**config.mk**
```make
export PLATFORM = sky130hd
export DESIGN_NAME = bcd_demux
export DESIGN_NICKNAME = d
export VERILOG_FILES = /design/src/rtl/bcd_demux.sv
export SDC_FILE = /design/constraint.sdc
export NUM_CORES = 1
export LEC_CHECK = 0
export BUFFER_PORTS_ARGS = -buffer_cell sky130_fd_sc_hd__buf_4
export CAP_MARGIN = 5
export CORE_ASPECT_RATIO = 0.9
export CORE_MARGIN = 8
export CORE_UTILIZATION = 58
export CTS_CLUSTER_DIAMETER = 150
export DETAILED_ROUTE_END_ITERATION = 10
export GPL_TIMING_DRIVEN = 1
export PLACE_DENSITY = 0.86
export SYNTH_ARGS = -nofsm -noshare
export SYNTH_HDL_FRONTEND = slang
export SYNTH_SLANG_ARGS = --single-unit
```
**constraint.sdc**
```tcl
create_clock -name i_clk -period 2.9 [get_ports i_clk]
set_input_delay 0.87 -clock i_clk [delete_from_list [all_inputs] [get_ports i_clk]]
set_output_delay 0.87 -clock i_clk [all_outputs]
set_load 0.01 [all_outputs]
```
**src/rtl/bcd_demux.sv**
```systemverilog
// bcd_demux: rebuilds a parallel BCD word from a time-multiplexed digit bus and its one-hot select
module bcd_demux #(
    parameter int DISPLAYS_NUM    = 4,
    parameter int MIN_STABLE_CLKS = 3,
    parameter int TIMEOUT_CLKS    = 256
) (
    input  logic                      i_clk,
    input  logic                      i_rst,
    input  logic [3:0]                i_bcd_muxed,
    input  logic [DISPLAYS_NUM-1:0]   i_bcd_sel,
    output logic [4*DISPLAYS_NUM-1:0] o_bcd_data,
    output logic                      o_frame_valid,
    output logic                      o_locked,
    output logic                      o_err_onehot,
    output logic                      o_err_digit,
    output logic                      o_err_order,
    output logic                      o_timeout
);
    localparam int N  = DISPLAYS_NUM;
    localparam int EW = N > 1 ? $clog2(N) : 1;
    // one extra count above the threshold lets a long dwell saturate without re-accepting
    localparam int CW = $clog2(MIN_STABLE_CLKS + 2);
    localparam int TW = TIMEOUT_CLKS > 1 ? $clog2(TIMEOUT_CLKS) : 1;
    localparam logic [EW-1:0] E_LAST = EW'(N - 1);
    localparam logic [CW-1:0] C_MIN  = CW'(MIN_STABLE_CLKS);
    localparam logic [CW-1:0] C_SAT  = CW'(MIN_STABLE_CLKS + 1);
    localparam logic [TW-1:0] T_LAST = TW'(TIMEOUT_CLKS - 1);

    typedef enum logic {HUNT, CAPT} state_t;

    logic [N-1:0]   in_sel_q, sel_q, exp_sel;
    logic [3:0]     in_dig_q, dig_q;
    logic [CW-1:0]  cnt_q, cnt_d;
    logic           acc, onehot, bad_dig;
    state_t         state_q, state_d;
    logic [EW-1:0]  e_q, e_d;
    logic [4*N-1:0] sh_q, sh_d, data_q, data_d;
    logic [TW-1:0]  tcnt_q, tcnt_d;
    logic           fv_q, fv_d, eoh_q, eoh_d, edig_q, edig_d, eord_q, eord_d, to_q, to_d;

    // the counter describes how long the pair in sel_q/dig_q has been stable
    assign cnt_d   = (in_sel_q == sel_q && in_dig_q == dig_q) ?
                     ((cnt_q == C_SAT) ? C_SAT : cnt_q + 1'b1) : CW'(1);
    assign acc     = cnt_q == C_MIN && sel_q != '0;
    assign onehot  = (sel_q & (sel_q - 1'b1)) == '0;
    assign bad_dig = dig_q > 4'd9;

    // input register followed by the stability-filter stage
    always_ff @(posedge i_clk or negedge i_rst)
        if (!i_rst) begin
            in_sel_q <= '0;
            in_dig_q <= '0;
            sel_q    <= '0;
            dig_q    <= '0;
            cnt_q    <= '0;
        end else begin
            in_sel_q <= i_bcd_sel;
            in_dig_q <= i_bcd_muxed;
            sel_q    <= in_sel_q;
            dig_q    <= in_dig_q;
            cnt_q    <= cnt_d;
        end

    // scan sequencing, shadow assembly, error and timeout decisions
    always_comb begin
        state_d = state_q;
        e_d     = e_q;
        sh_d    = sh_q;
        tcnt_d  = tcnt_q + 1'b1;
        data_d  = data_q;
        fv_d    = 1'b0;
        eoh_d   = 1'b0;
        edig_d  = 1'b0;
        eord_d  = 1'b0;
        to_d    = 1'b0;
        exp_sel = '0;
        exp_sel[e_q] = 1'b1;
        if (acc) begin
            tcnt_d = '0;
            if (!onehot) begin
                eoh_d   = 1'b1;
                state_d = HUNT;
                e_d     = '0;
                sh_d    = '0;
            end else if (state_q == CAPT && sel_q == exp_sel) begin
                sh_d[4*(N-1-int'(e_q)) +: 4] = dig_q;
                edig_d = bad_dig;
                if (e_q == E_LAST) begin
                    data_d = sh_d;
                    fv_d   = 1'b1;
                    e_d    = '0;
                    sh_d   = '0;
                end else
                    e_d = e_q + 1'b1;
            end else if (sel_q[0]) begin
                eord_d  = state_q == CAPT;
                edig_d  = bad_dig && state_q == HUNT;
                sh_d    = '0;
                sh_d[4*N-1 -: 4] = dig_q;
                state_d = CAPT;
                if (N == 1) begin
                    data_d = sh_d;
                    fv_d   = 1'b1;
                    e_d    = '0;
                    sh_d   = '0;
                end else
                    e_d = EW'(1);
            end else if (state_q == CAPT) begin
                eord_d  = 1'b1;
                state_d = HUNT;
                e_d     = '0;
                sh_d    = '0;
            end
        end else if (tcnt_q == T_LAST) begin
            to_d    = 1'b1;
            state_d = HUNT;
            e_d     = '0;
            sh_d    = '0;
            tcnt_d  = '0;
        end
    end

    // state, shadow and registered outputs
    always_ff @(posedge i_clk or negedge i_rst)
        if (!i_rst) begin
            state_q <= HUNT;
            e_q     <= '0;
            sh_q    <= '0;
            tcnt_q  <= '0;
            data_q  <= '0;
            fv_q    <= 1'b0;
            eoh_q   <= 1'b0;
            edig_q  <= 1'b0;
            eord_q  <= 1'b0;
            to_q    <= 1'b0;
        end else begin
            state_q <= state_d;
            e_q     <= e_d;
            sh_q    <= sh_d;
            tcnt_q  <= tcnt_d;
            data_q  <= data_d;
            fv_q    <= fv_d;
            eoh_q   <= eoh_d;
            edig_q  <= edig_d;
            eord_q  <= eord_d;
            to_q    <= to_d;
        end

    assign o_bcd_data    = data_q;
    assign o_frame_valid = fv_q;
    assign o_locked      = state_q == CAPT;
    assign o_err_onehot  = eoh_q;
    assign o_err_digit   = edig_q;
    assign o_err_order   = eord_q;
    assign o_timeout     = to_q;
endmodule
```
# Word-level counts from Yosys, hierarchy flattened
# Index checks and enable logic that the tools add are counted.
# Widths: inputs -> output; s select.
# totals
input_bits	10
regBits	67
out_inout_bits	22
# op_classes
shift	2
n_reduce_logical	11
magnitude_cmp	3
add_sub_neg	6
bitwise	2
eq_ne	9
n_mux	43
# op_table
cell	n
$mux 16	7
$neg 5->33	1
$shift 4x33->16 const A	1
$shiftx 4x33->16	1
$mux 1	23
$bwmux 16	1
$mux 8	2
$mux 2	7
$eq 4x4->1	3
$add 8x1->8 const B	1
$eq 8x8->1 const B	1
$mux 3	2
$logic_and 1x1->1	5
$ne 5x3->1 const B	1
$and 4x4->4	1
$gt 4x4->1 const B	1
$logic_not 4->1	1
$reduce_and 2->1	2
$reduce_and 4->1	1
$reduce_bool 4->1	1
$sub 4x1->4 const B	1
$add 3x1->3 const B	1
$eq 3x2->1 const B	1
$eq 3x3->1 const B	1
9 further kinds	9

# Longest topological paths before layout
# Gate-level depths: netlist of the first run.
# logic_depth
depth_word	9
ltp_mapped	7

# Worst setup path after synthesis of the first run
# Ideal clock, no wire load.
# synth_timing
kind	reg2reg
startpoint	register e_q[0]
endpoint	register data_q[10], in the netlist o_bcd_data[10]
path_stages_with_launch	8
path_buffers	2
period_less_slack_ps	2184
setup_time_ps	125
path_slack_ps	716
arrival_ps	2059
cell_sequence	dfrtp_1 > ha_1 > buf_6 > xor2_1 > nor4_4 > nand4_4 > buf_6 > mux2_4
# synth_via
elab_chain_cells	7
elab_cells_between_ends	14
# synth_rtl
element	line_no	rtl
start, declared	36	logic [EW-1:0] e_q, e_d;
start signal, assigned	127	e_q <= '0;
start signal, assigned	138	e_q <= e_d;
parallel branches: the longest is 7 deep, another holds $neg 5->33	n/a	
end signal, assigned	141	data_q <= data_d;
end, declared	37	logic [4*N-1:0] sh_q, sh_d, data_q, data_d;
# Several ways; the timed one is not identified.
# A chain may end at the register's enable or synchronous reset.

# Worst setup path in the final report of the first run
# Ends and elaborated chain as after synthesis.

==> results.ini, run 1 <==
[clocking]
numCtsBuffers=9
cts_tree=yes
cts.sinks=67
htree_levels=3
insertion_delay_ps=350
cts_buffer_depth=2
clk_pin_slew_worst_paths_ps=70
cts.hold.buffers_added=0
cts_resized=0
post-cts-setup-buffers=0
cts_root_buf=clkbuf_8

[drt]
drt_drc_violations_left=0
drt_pass1_iterations=4
drtIter0Drc=179
vias=2078
drtAntennaViolNets=0
routed_via_density=5.50
wl_per_cell_um=15.3
drt-total-wl_mm=5.79

[yosys]
ys_warn_count=0
syn_area_um2=3120
ys.flop_type=dfrtp_1
synth-seq-area-share=0.538
synth_edf_count=0
synth_compound_area_frac=0.107
yosys.cell_types.count=42
yosys.area_share.simple=0.134
synth_fa_ha_area_frac=0.0514
synthTopCellsByArea=dfrtp_1 54%, ha_1 4.8%, o21ai_0 3.4%, inv_1 2.9%, xnor2_1 2.8%
async_flop_share=1.00
synth_top_family_by_area=simple AND/OR/NAND/NOR gates
muxShareOfSynthArea=0.0622
synthCells=274
yosysTopAreaCellShare=0.538
synth_xor_area_frac=0.0562
synth_largest_area_cell=dfrtp_1
yosys_register_bits=67
syn_nets=296
postSynthAreaPerCell_um2=11.4

[die]
initial_core_util=0.596
io_pins=32
die_w_um=93.3
fp.coreArea_um2=5220
die_y_um=85.5
rows=25
design.die.area_um2=7980

[sta]
finalCritPeriodShare=0.851
tightest_slew_ps=813
hold_viol_final=0
max_freq_mhz=405
setup_tns_ps=0
report.final.slew_viol_count=0
grt_setup_unrepaired=no
hold-worst-slack_ps=397
fin_worst_skew_ps=9.23
fin_crit_ps=2470
setup_viol=0
slew_headroom=0.458

[global_route]
antenna_found_initial=0
grt_max_degree=68
grt_pass1_wl_mm=9.98
grt-ovfl-total=0
grt_usage=0.159
grt_pass1_vias=2036

[setup_path]
path_cells=inv_1, ha_1, xor2_1, nor4_4, nand4_4, mux2_4
worstReg2RegEnd=o_bcd_data[10]$_DFFE_PN0P_
slowest_stage=dfrtp_1
worst-r2r-cell-count=6
crit_path_start_kind=register
max_stage_delay_ps=500
critPathKind=reg -> reg
cp.required_ps=3140
r2r_setup_slack_ps=430
reg2reg_from=e_q[0]$_DFFE_PN0P_
cp.arrival_ps=2710
cp-end-kind=register
critPathMaxFanout=17

[min_path]
hold_path_class=reg -> reg
holdPathEnd=sel_q[3]$_DFF_PN0_
hold_depth=0
hold_path.startpoint=in_sel_q[3]$_DFF_PN0_

[pwr]
ir_drop_mv=0.501
p_leak_nw=1.70
powerDensity_nw_per_um2=587

[place]
gp_congestion=0.819
hpwl_mm=3.93
portBuffers=31

[status]
status=completed

[cells_and_area]
final_common_cell=dfrtp_1
num_antenna_cells=0
syn2layout_area_growth_pct=15.0
layout_common_cells=67 x dfrtp_1, 31 x buf_4, 24 x inv_1
nets=328
n_fill_cell=394
final_layout_size_suffix_gt1_frac=0.215

[flow_run]
maxCapViolations=0

-- metrics by stage --
step                power [mW]  setup WS, ps  area [um2]   util  instances
floorplan                 1.21           716        3120      -        274
global placement          1.26           533        3360  0.644        362
detailed placement        1.27           448        3360  0.644        362
CTS                       2.12           425        3580  0.686        378
global route              2.20           250        3580  0.686        378
finish                    2.10           431        3580  0.686        378
-- cell usage after synthesis (all sizes together) (2+ instances only) --
master   count
and3         5
o21ai       22
inv         24
ha          12
clkbuf       4
a22oi        4
nor2        19
nor4b        3
mux2i        4
mux2        12
a21oi        8
xnor2       10
nand3        6
nor2b        6
buf          6
dfrtp       67
nand2       23
nor3         2
nand4        3
nor3b        2
o2bb2ai      8
a211oi       2
o21bai       2
xor2        10
-- cell type report --
cell class,count,area [um2],share of cell area
flip-flops and latches,67,1680,0.468
multi-input cells,173,1280,0.357
repair buffers,31,233,0.0650
clock buffers,12,145,0.0405
inverters,24,90.1,0.0251
well taps,67,83.8,0.0234
clock inverters,4,73.8,0.0206
-- worst max-delay path by stage --
stage	start	endpoint	slack [ps]
after floorplan	e_q[0]$_DFFE_PN0P_	o_bcd_data[10]$_DFFE_PN0P_	720
after global placement	e_q[0]$_DFFE_PN0P_	o_bcd_data[8]$_DFFE_PN0P_	530
after detailed placement	e_q[0]$_DFFE_PN0P_	o_bcd_data[10]$_DFFE_PN0P_	450
after CTS	e_q[0]$_DFFE_PN0P_	o_bcd_data[10]$_DFFE_PN0P_	420
after global routing	e_q[0]$_DFFE_PN0P_	sh_q[9]$_DFFE_PN0P_	250
final	e_q[0]$_DFFE_PN0P_	o_bcd_data[10]$_DFFE_PN0P_	430
-- cells by family after synthesis --
group | Yosys count
adders and majority gates | 13
and+or+nand+nor | 74
muxes | 16
DFF | 67
buffers and inverters | 34
AOI/OAI and AO/OA | 50
xor gates and xnor gates | 20
-- routing by layer --
layer / global-route usage / routed length [um]
met3: 0.0550 / 429
met2: 0.230 / 2670
met4: 0.0819 / 135
met5: 0 / 0
met1: 0.204 / 2560
-- registers in the layout, indices dropped and copies added, names as in the netlist --
signal,cells
sh_q,16
dig_q,4
tcnt_q,8
cnt_q,3
o_err_onehot,1
o_err_order,1
o_frame_valid,1
o_bcd_data,16
e_q,2
o_err_digit,1
in_dig_q,4
o_timeout,1
in_sel_q,4
sel_q,4
o_locked,1
-- report_power, final --
group	leakage [nW]	switching, mW	internal [mW]
logic	0.710	0.0972	0.0902
registers	0.878	0.0699	0.998
clock network	0.111	0.340	0.508
total	1.70	0.507	1.60
-- critical path, delay by kind of cell (launching register included) --
family,cells,cell delay (ps)
simple gates,2,840
flops,1,500
mux,1,410
fa+ha+maj,1,250
buf+inv,1,180
xor+xnor,1,180
(Power assumes the default switching activity.)
==> run 2, diff against run 1 <==
--- a/config.mk
+++ b/config.mk
@@ -14,6 +14,7 @@
 export DETAILED_ROUTE_END_ITERATION = 10
 export GPL_TIMING_DRIVEN = 1
 export PLACE_DENSITY = 0.86
+export REMOVE_ABC_BUFFERS = 1
 export SYNTH_ARGS = -nofsm -noshare
 export SYNTH_HDL_FRONTEND = slang
 export SYNTH_SLANG_ARGS = --single-unit
==> constraint.sdc (replaced) <==
create_clock -name i_clk -period 2.8 [get_ports i_clk]
set_input_delay 0.84 -clock i_clk [delete_from_list [all_inputs] [get_ports i_clk]]
set_output_delay 0.84 -clock i_clk [all_outputs]
set_load 0.01 [all_outputs]
==> run 2 against run 1 <==
Against the previous run: highest routed layer unchanged; non-clock buffer count did not move; global-route usage grew 0.49 points; critical endpoint is now sh_q[5]$_DFFE_PN0P_; clock power fell by 8.4%; first-iteration DRC count decreased by 13%; routed wire length increased by 0.71%; register-to-register slack lost 190 ps; largest power group unchanged; count of clock-buffer cells in the layout unchanged.
==> results.ini, run 2 (synthesis gave the netlist of run 1 again) <==
[die]
design.die.area_um2=7980  ; unchanged
rows=25  ; unchanged
initial_core_util=0.596  ; unchanged
fp.coreArea_um2=5220  ; unchanged
die_w_um=93.3  ; unchanged
die_y_um=85.5  ; unchanged
io_pins=32  ; unchanged

[sta]
fin_worst_skew_ps=8.64  ; -0.592 ps
setup_tns_ps=0  ; unchanged
hold-worst-slack_ps=393  ; -3.61 ps
slew_headroom=0.463  ; +0.00502
hold_viol_final=0  ; unchanged
report.final.slew_viol_count=0  ; unchanged
setup_viol=0  ; unchanged
timing.final.ws_setup_ps=237  ; -194 ps
max_freq_mhz=390  ; -3.7%
grt_setup_unrepaired=no
finalCritPeriodShare=0.915  ; +0.0639
tightest_slew_ps=794  ; -18.7 ps
fin_crit_ps=2560  ; +93.7 ps

[drt]
drt_drc_violations_left=0  ; unchanged
drtIter0Drc=156  ; -13%
wl_met2_mm=2.75  ; +3.3%
vias=2060  ; -0.87%
route.met3.wl_um=413  ; -3.7%
routed.top_layer=met4
drt_pass1_iterations=5  ; +1
wl_met1_mm=2.56  ; +0.12%
wl_per_cell_um=15.4  ; +0.71%
routed_via_density=5.45  ; -0.87%
drtAntennaViolNets=0  ; unchanged
drt-total-wl_mm=5.83  ; +0.71%

[setup_path]
slowest_stage=dfrtp_1
critPathMaxFanout=9  ; -8
critPathKind=reg -> reg
cp-end-kind=register
cp.required_ps=3060  ; -80 ps
max_stage_delay_ps=510  ; about the same
path_cells=inv_1, ha_1, xor2_1, nor4_4, nand4b_1, o21bai_2, o2bb2ai_1
cp_top_family=simple AND/OR/NAND/NOR gates
path_buf_inv=1  ; unchanged
cp.arrival_ps=2820  ; +110 ps
crit_path_start_kind=register

[cells_and_area]
final_common_cell=dfrtp_1
fin_area_um2=3560  ; -0.66%
syn2layout_area_growth_pct=14.2
stdcell_count=378  ; unchanged
layout_common_cells=67 x dfrtp_1, 31 x buf_4, 24 x inv_1
ff_latch_area_um2=1680  ; unchanged
num_antenna_cells=0  ; unchanged
final_core_util=0.681  ; -0.00455
nets=328  ; unchanged
final_layout_size_suffix_gt1_frac=0.215  ; unchanged
multiInputGateArea_um2=1280  ; unchanged
n_fill_cell=395  ; +0.25%

[pwr]
internal-power_mw=1.56  ; -2.2%
power.share.clock=0.374  ; -0.029
swShare=0.248  ; +0.00704
comb_power_share=0.093  ; +0.004
powerDensity_nw_per_um2=584  ; -0.58%
switchingPower_mw=0.515  ; +1.6%
fin_total_pwr_mw=2.08  ; -1.2%
seq_power_share=0.533  ; +0.025
ir_drop_mv=0.411  ; -18%
p_leak_nw=1.68  ; -1.1%

[place]
gp_congestion=0.829  ; +1.3%
hpwl_mm=4.09  ; +4.0%
pre_cts_slack_ps=317  ; -131 ps
portBuffers=31  ; unchanged
place_area_um2=3360  ; unchanged
place_inst=362  ; unchanged

[global_route]
grt_max_degree=68  ; unchanged
grt_pass1_vias=2162  ; +6.2%
grt_pass1_wl_mm=10.2  ; +2.7%
grt_usage=0.164  ; +0.00494
antenna_found_initial=0  ; unchanged
grt-ovfl-total=0  ; unchanged

[clocking]
htree_levels=3  ; unchanged
insertion_delay_ps=340  ; about the same
numCtsBuffers=9  ; unchanged
post-cts-setup-buffers=0  ; unchanged
cts_resized=0  ; unchanged
cts_tree=yes
cts.sinks=67  ; unchanged
cts_buffer_depth=2  ; unchanged
clk_pin_slew_worst_paths_ps=70  ; about the same
cts.hold.buffers_added=0  ; unchanged
cts_root_buf=clkbuf_8

[min_path]
hold_path_class=reg -> reg

[flow_run]
maxCapViolations=0  ; unchanged

[status]
status=completed

## run 2: final timing paths
| path | from | to | slack [ps] | cells past startpoint |
|---|---|---|---|---|
| max in group asynchronous | i_rst | cnt_q[0]$_DFF_PN0_ | 1700 | 1 |
| worst max-delay path | e_q[0]$_DFFE_PN0P_ | sh_q[5]$_DFFE_PN0P_ | 240 | 7 |
| worst max register to register | e_q[0]$_DFFE_PN0P_ | sh_q[5]$_DFFE_PN0P_ | 240 | 7 |
| min in group asynchronous | i_rst | o_bcd_data[9]$_DFFE_PN0P_ | 580 | 1 |
| worst min register to register | in_dig_q[1]$_DFF_PN0_ | dig_q[1]$_DFF_PN0_ | 390 | 0 |
| worst min-delay path | in_dig_q[1]$_DFF_PN0_ | dig_q[1]$_DFF_PN0_ | 390 | 0 |
## run 2: final cells by class
class | count | area share
Sequential cell | 67 | 0.471
Multi-Input combinational cell | 173 | 0.360
Timing Repair Buffer | 31 | 0.0654
Clock buffer | 12 | 0.0408
Inverter | 24 | 0.0253
Tap cell | 67 | 0.0236
Clock inverter | 4 | 0.0141
## run 2: power by group through the flow
stage          registers, mW  logic, mW  clock network, mW
4_1_cts                 1.11      0.199              0.796
6_report                1.11      0.193              0.777
3_3_place_gp            1.12      0.187                  0
2_1_floorplan           1.11      0.144                  0
5_1_grt                 1.12      0.226              0.838
3_5_place_dp            1.12      0.197                  0
## run 2: per-layer routing
| metal | global-route usage | vias up |
|---|---|---|
| li1 | - | 996 |
| met1 | 0.206 | 980 |
| met2 | 0.243 | 74 |
| met3 | 0.0593 | 10 |
| met4 | 0.0789 | 0 |
| met5 | 0 | - |
==> run 3, diff against run 2 <==
--- a/config.mk
+++ b/config.mk
@@ -13,8 +13,10 @@
 export CTS_CLUSTER_DIAMETER = 150
 export DETAILED_ROUTE_END_ITERATION = 10
 export GPL_TIMING_DRIVEN = 1
+export MAX_ROUTING_LAYER = met4
 export PLACE_DENSITY = 0.86
 export REMOVE_ABC_BUFFERS = 1
+export SLEW_MARGIN = 0
 export SYNTH_ARGS = -nofsm -noshare
 export SYNTH_HDL_FRONTEND = slang
 export SYNTH_SLANG_ARGS = --single-unit
==> run 3 against run 2 <==
Against the previous run: clock power barely moved; combinational power is essentially flat; highest routed layer unchanged; critical path depth unchanged; setup slack gained 28 ps; cell count did not move; sequential share of layout area did not move; final area is the same; non-clock buffer count unchanged; sequential power barely moved.
==> results.ini, run 3 (synthesis gave the netlist of run 1 again) <==
[status]
status=completed

[cells_and_area]
syn2layout_area_growth_pct=14.2  ; unchanged
layout_common_cells=67 x dfrtp_1, 31 x buf_4, 24 x inv_1
stdcell_count=378  ; unchanged
final_layout_size_suffix_gt1_frac=0.215  ; unchanged
final_common_cell=dfrtp_1
num_antenna_cells=0  ; unchanged
nets=328  ; unchanged

[place]
portBuffers=31  ; unchanged
gp_congestion=0.842  ; +1.5%
hpwl_mm=4.09  ; unchanged
place_inst=362  ; unchanged

[global_route]
grt_usage=0.169  ; +0.00494
antenna_found_initial=0  ; unchanged
grt-ovfl-total=0  ; unchanged
grt_pass1_wl_mm=10.3  ; about the same
grt_max_degree=68  ; unchanged
grt_pass1_vias=2152  ; -0.46%

[clocking]
cts.hold.buffers_added=0  ; unchanged
cts_root_buf=clkbuf_8
cts.sinks=67  ; unchanged
numCtsBuffers=9  ; unchanged
cts_resized=0  ; unchanged
htree_levels=3  ; unchanged
post-cts-setup-buffers=0  ; unchanged
cts_tree=yes
insertion_delay_ps=340  ; about the same
cts_buffer_depth=2  ; unchanged
clk_pin_slew_worst_paths_ps=70  ; about the same

[sta]
fin_crit_ps=2530  ; -28.1 ps
finalCritPeriodShare=0.905  ; -0.0100
max_freq_mhz=394  ; +1.1%
slew_headroom=0.465  ; +0.00236
setup_viol=0  ; unchanged
tightest_slew_ps=802  ; +7.65 ps
hold_viol_final=0  ; unchanged
report.final.slew_viol_count=0  ; unchanged
fin_worst_skew_ps=8.55  ; -0.0917 ps
grt_setup_unrepaired=no
setup_tns_ps=0  ; unchanged

[setup_path]
cp.arrival_ps=2800  ; -20 ps
r2r_setup_slack_ps=270  ; +30 ps
critPathMaxFanout=9  ; unchanged
cp.required_ps=3060  ; about the same
cp-endpoint=sh_q[5]$_DFFE_PN0P_
cp-end-kind=register
critPathKind=reg -> reg
reg2reg_from=e_q[0]$_DFFE_PN0P_
crit_path_start_kind=register
cp-startpoint=e_q[0]$_DFFE_PN0P_
worstReg2RegEnd=sh_q[5]$_DFFE_PN0P_
worst-r2r-cell-count=7  ; unchanged

[die]
die_w_um=93.3  ; unchanged
rows=25  ; unchanged
design.die.area_um2=7980  ; unchanged
fp.coreArea_um2=5220  ; unchanged
die_y_um=85.5  ; unchanged
initial_core_util=0.596  ; unchanged
io_pins=32  ; unchanged

[drt]
drt_pass1_iterations=5  ; unchanged
drt-total-wl_mm=5.84  ; +0.15%
routed_via_density=5.48  ; +0.58%
drtAntennaViolNets=0  ; unchanged
drt_drc_violations_left=0  ; unchanged
drtIter0Drc=165  ; +5.8%
wl_per_cell_um=15.4  ; +0.15%
vias=2072  ; +0.58%

[min_path]
hold_path_class=reg -> reg

[pwr]
internal-power_mw=1.56  ; about the same
swShare=0.249  ; +0.000494
switchingPower_mw=0.517  ; +0.26%
seq_power_share=0.533  ; about the same
power.share.clock=0.375  ; about the same
comb_power_share=0.093  ; about the same
powerDensity_nw_per_um2=584  ; about the same
p_leak_nw=1.68  ; unchanged
ir_drop_mv=0.412  ; +0.31%

[flow_run]
maxCapViolations=0  ; unchanged

[run 3: cell counts in the layout (fill, tap and decap cells not counted)]
No cell type changed its count.
[run 3: how the worst min path moves through the flow]
stage                     startpoint            endpoint  slack [ps]  depth (start not counted)
3_5_place_dp   in_dig_q[1]$_DFF_PN0_  dig_q[1]$_DFF_PN0_         380                          0
6_report       in_dig_q[1]$_DFF_PN0_  dig_q[1]$_DFF_PN0_         390                          0
2_1_floorplan  in_dig_q[0]$_DFF_PN0_  dig_q[0]$_DFF_PN0_         370                          0
3_3_place_gp   in_sel_q[2]$_DFF_PN0_  sel_q[2]$_DFF_PN0_         380                          0
5_1_grt        in_sel_q[2]$_DFF_PN0_  sel_q[2]$_DFF_PN0_         410                          0
4_1_cts        in_dig_q[1]$_DFF_PN0_  dig_q[1]$_DFF_PN0_         400                          0
[run 3: cell type report]
type | count | area (um2)
clock inverter | 4 | 50.0
clock buffer | 12 | 145
multi-input combinational | 173 | 1280
tap | 67 | 83.8
fill | 395 | 1670
timing repair buffer | 31 | 233
inverter | 24 | 90.1
sequential | 67 | 1680
[run 3: worst max-delay path: stages, from the launching register on]
cell       delay (ps)
dfrtp_1           500
inv_1             180
ha_1              250
xor2_1            180
nor4_4            470
nand4b_1          390
o21bai_2          320
o2bb2ai_1         160
[run 3: stage by stage]
stage / util / power [mW] / hold slack (ps) / setup WS [ps] / instance area, um2
finish: 0.681 / 2.08 / 393 / 265 / 3560
global placement: 0.644 / 1.31 / 380 / 399 / 3360
global route: 0.681 / 2.18 / 411 / 85.1 / 3560
floorplan: - / 1.25 / 373 / 597 / 3050
detailed placement: 0.644 / 1.32 / 382 / 317 / 3360
CTS: 0.681 / 2.10 / 397 / 274 / 3560
[run 3: power by group through the flow]
| stage | clock network [mW] | logic (mW) | registers (mW) |
|---|---|---|---|
| 2_1_floorplan | 0 | 0.144 | 1.11 |
| 3_3_place_gp | 0 | 0.187 | 1.12 |
| 3_5_place_dp | 0 | 0.197 | 1.12 |
| 4_1_cts | 0.796 | 0.199 | 1.11 |
| 5_1_grt | 0.838 | 0.226 | 1.12 |
| 6_report | 0.778 | 0.193 | 1.11 |
[run 3: per-layer routing]
layer | routed length [um] | GRT usage | up-vias | share of wire
met4 | 110 | 0.0789 | 0 | 0.019
met5 | 0 | - | - | 0
met2 | 2720 | 0.242 | 64 | 0.47
li1 | - | - | 999 | -
met1 | 2590 | 0.209 | 995 | 0.44
met3 | 414 | 0.0576 | 14 | 0.071
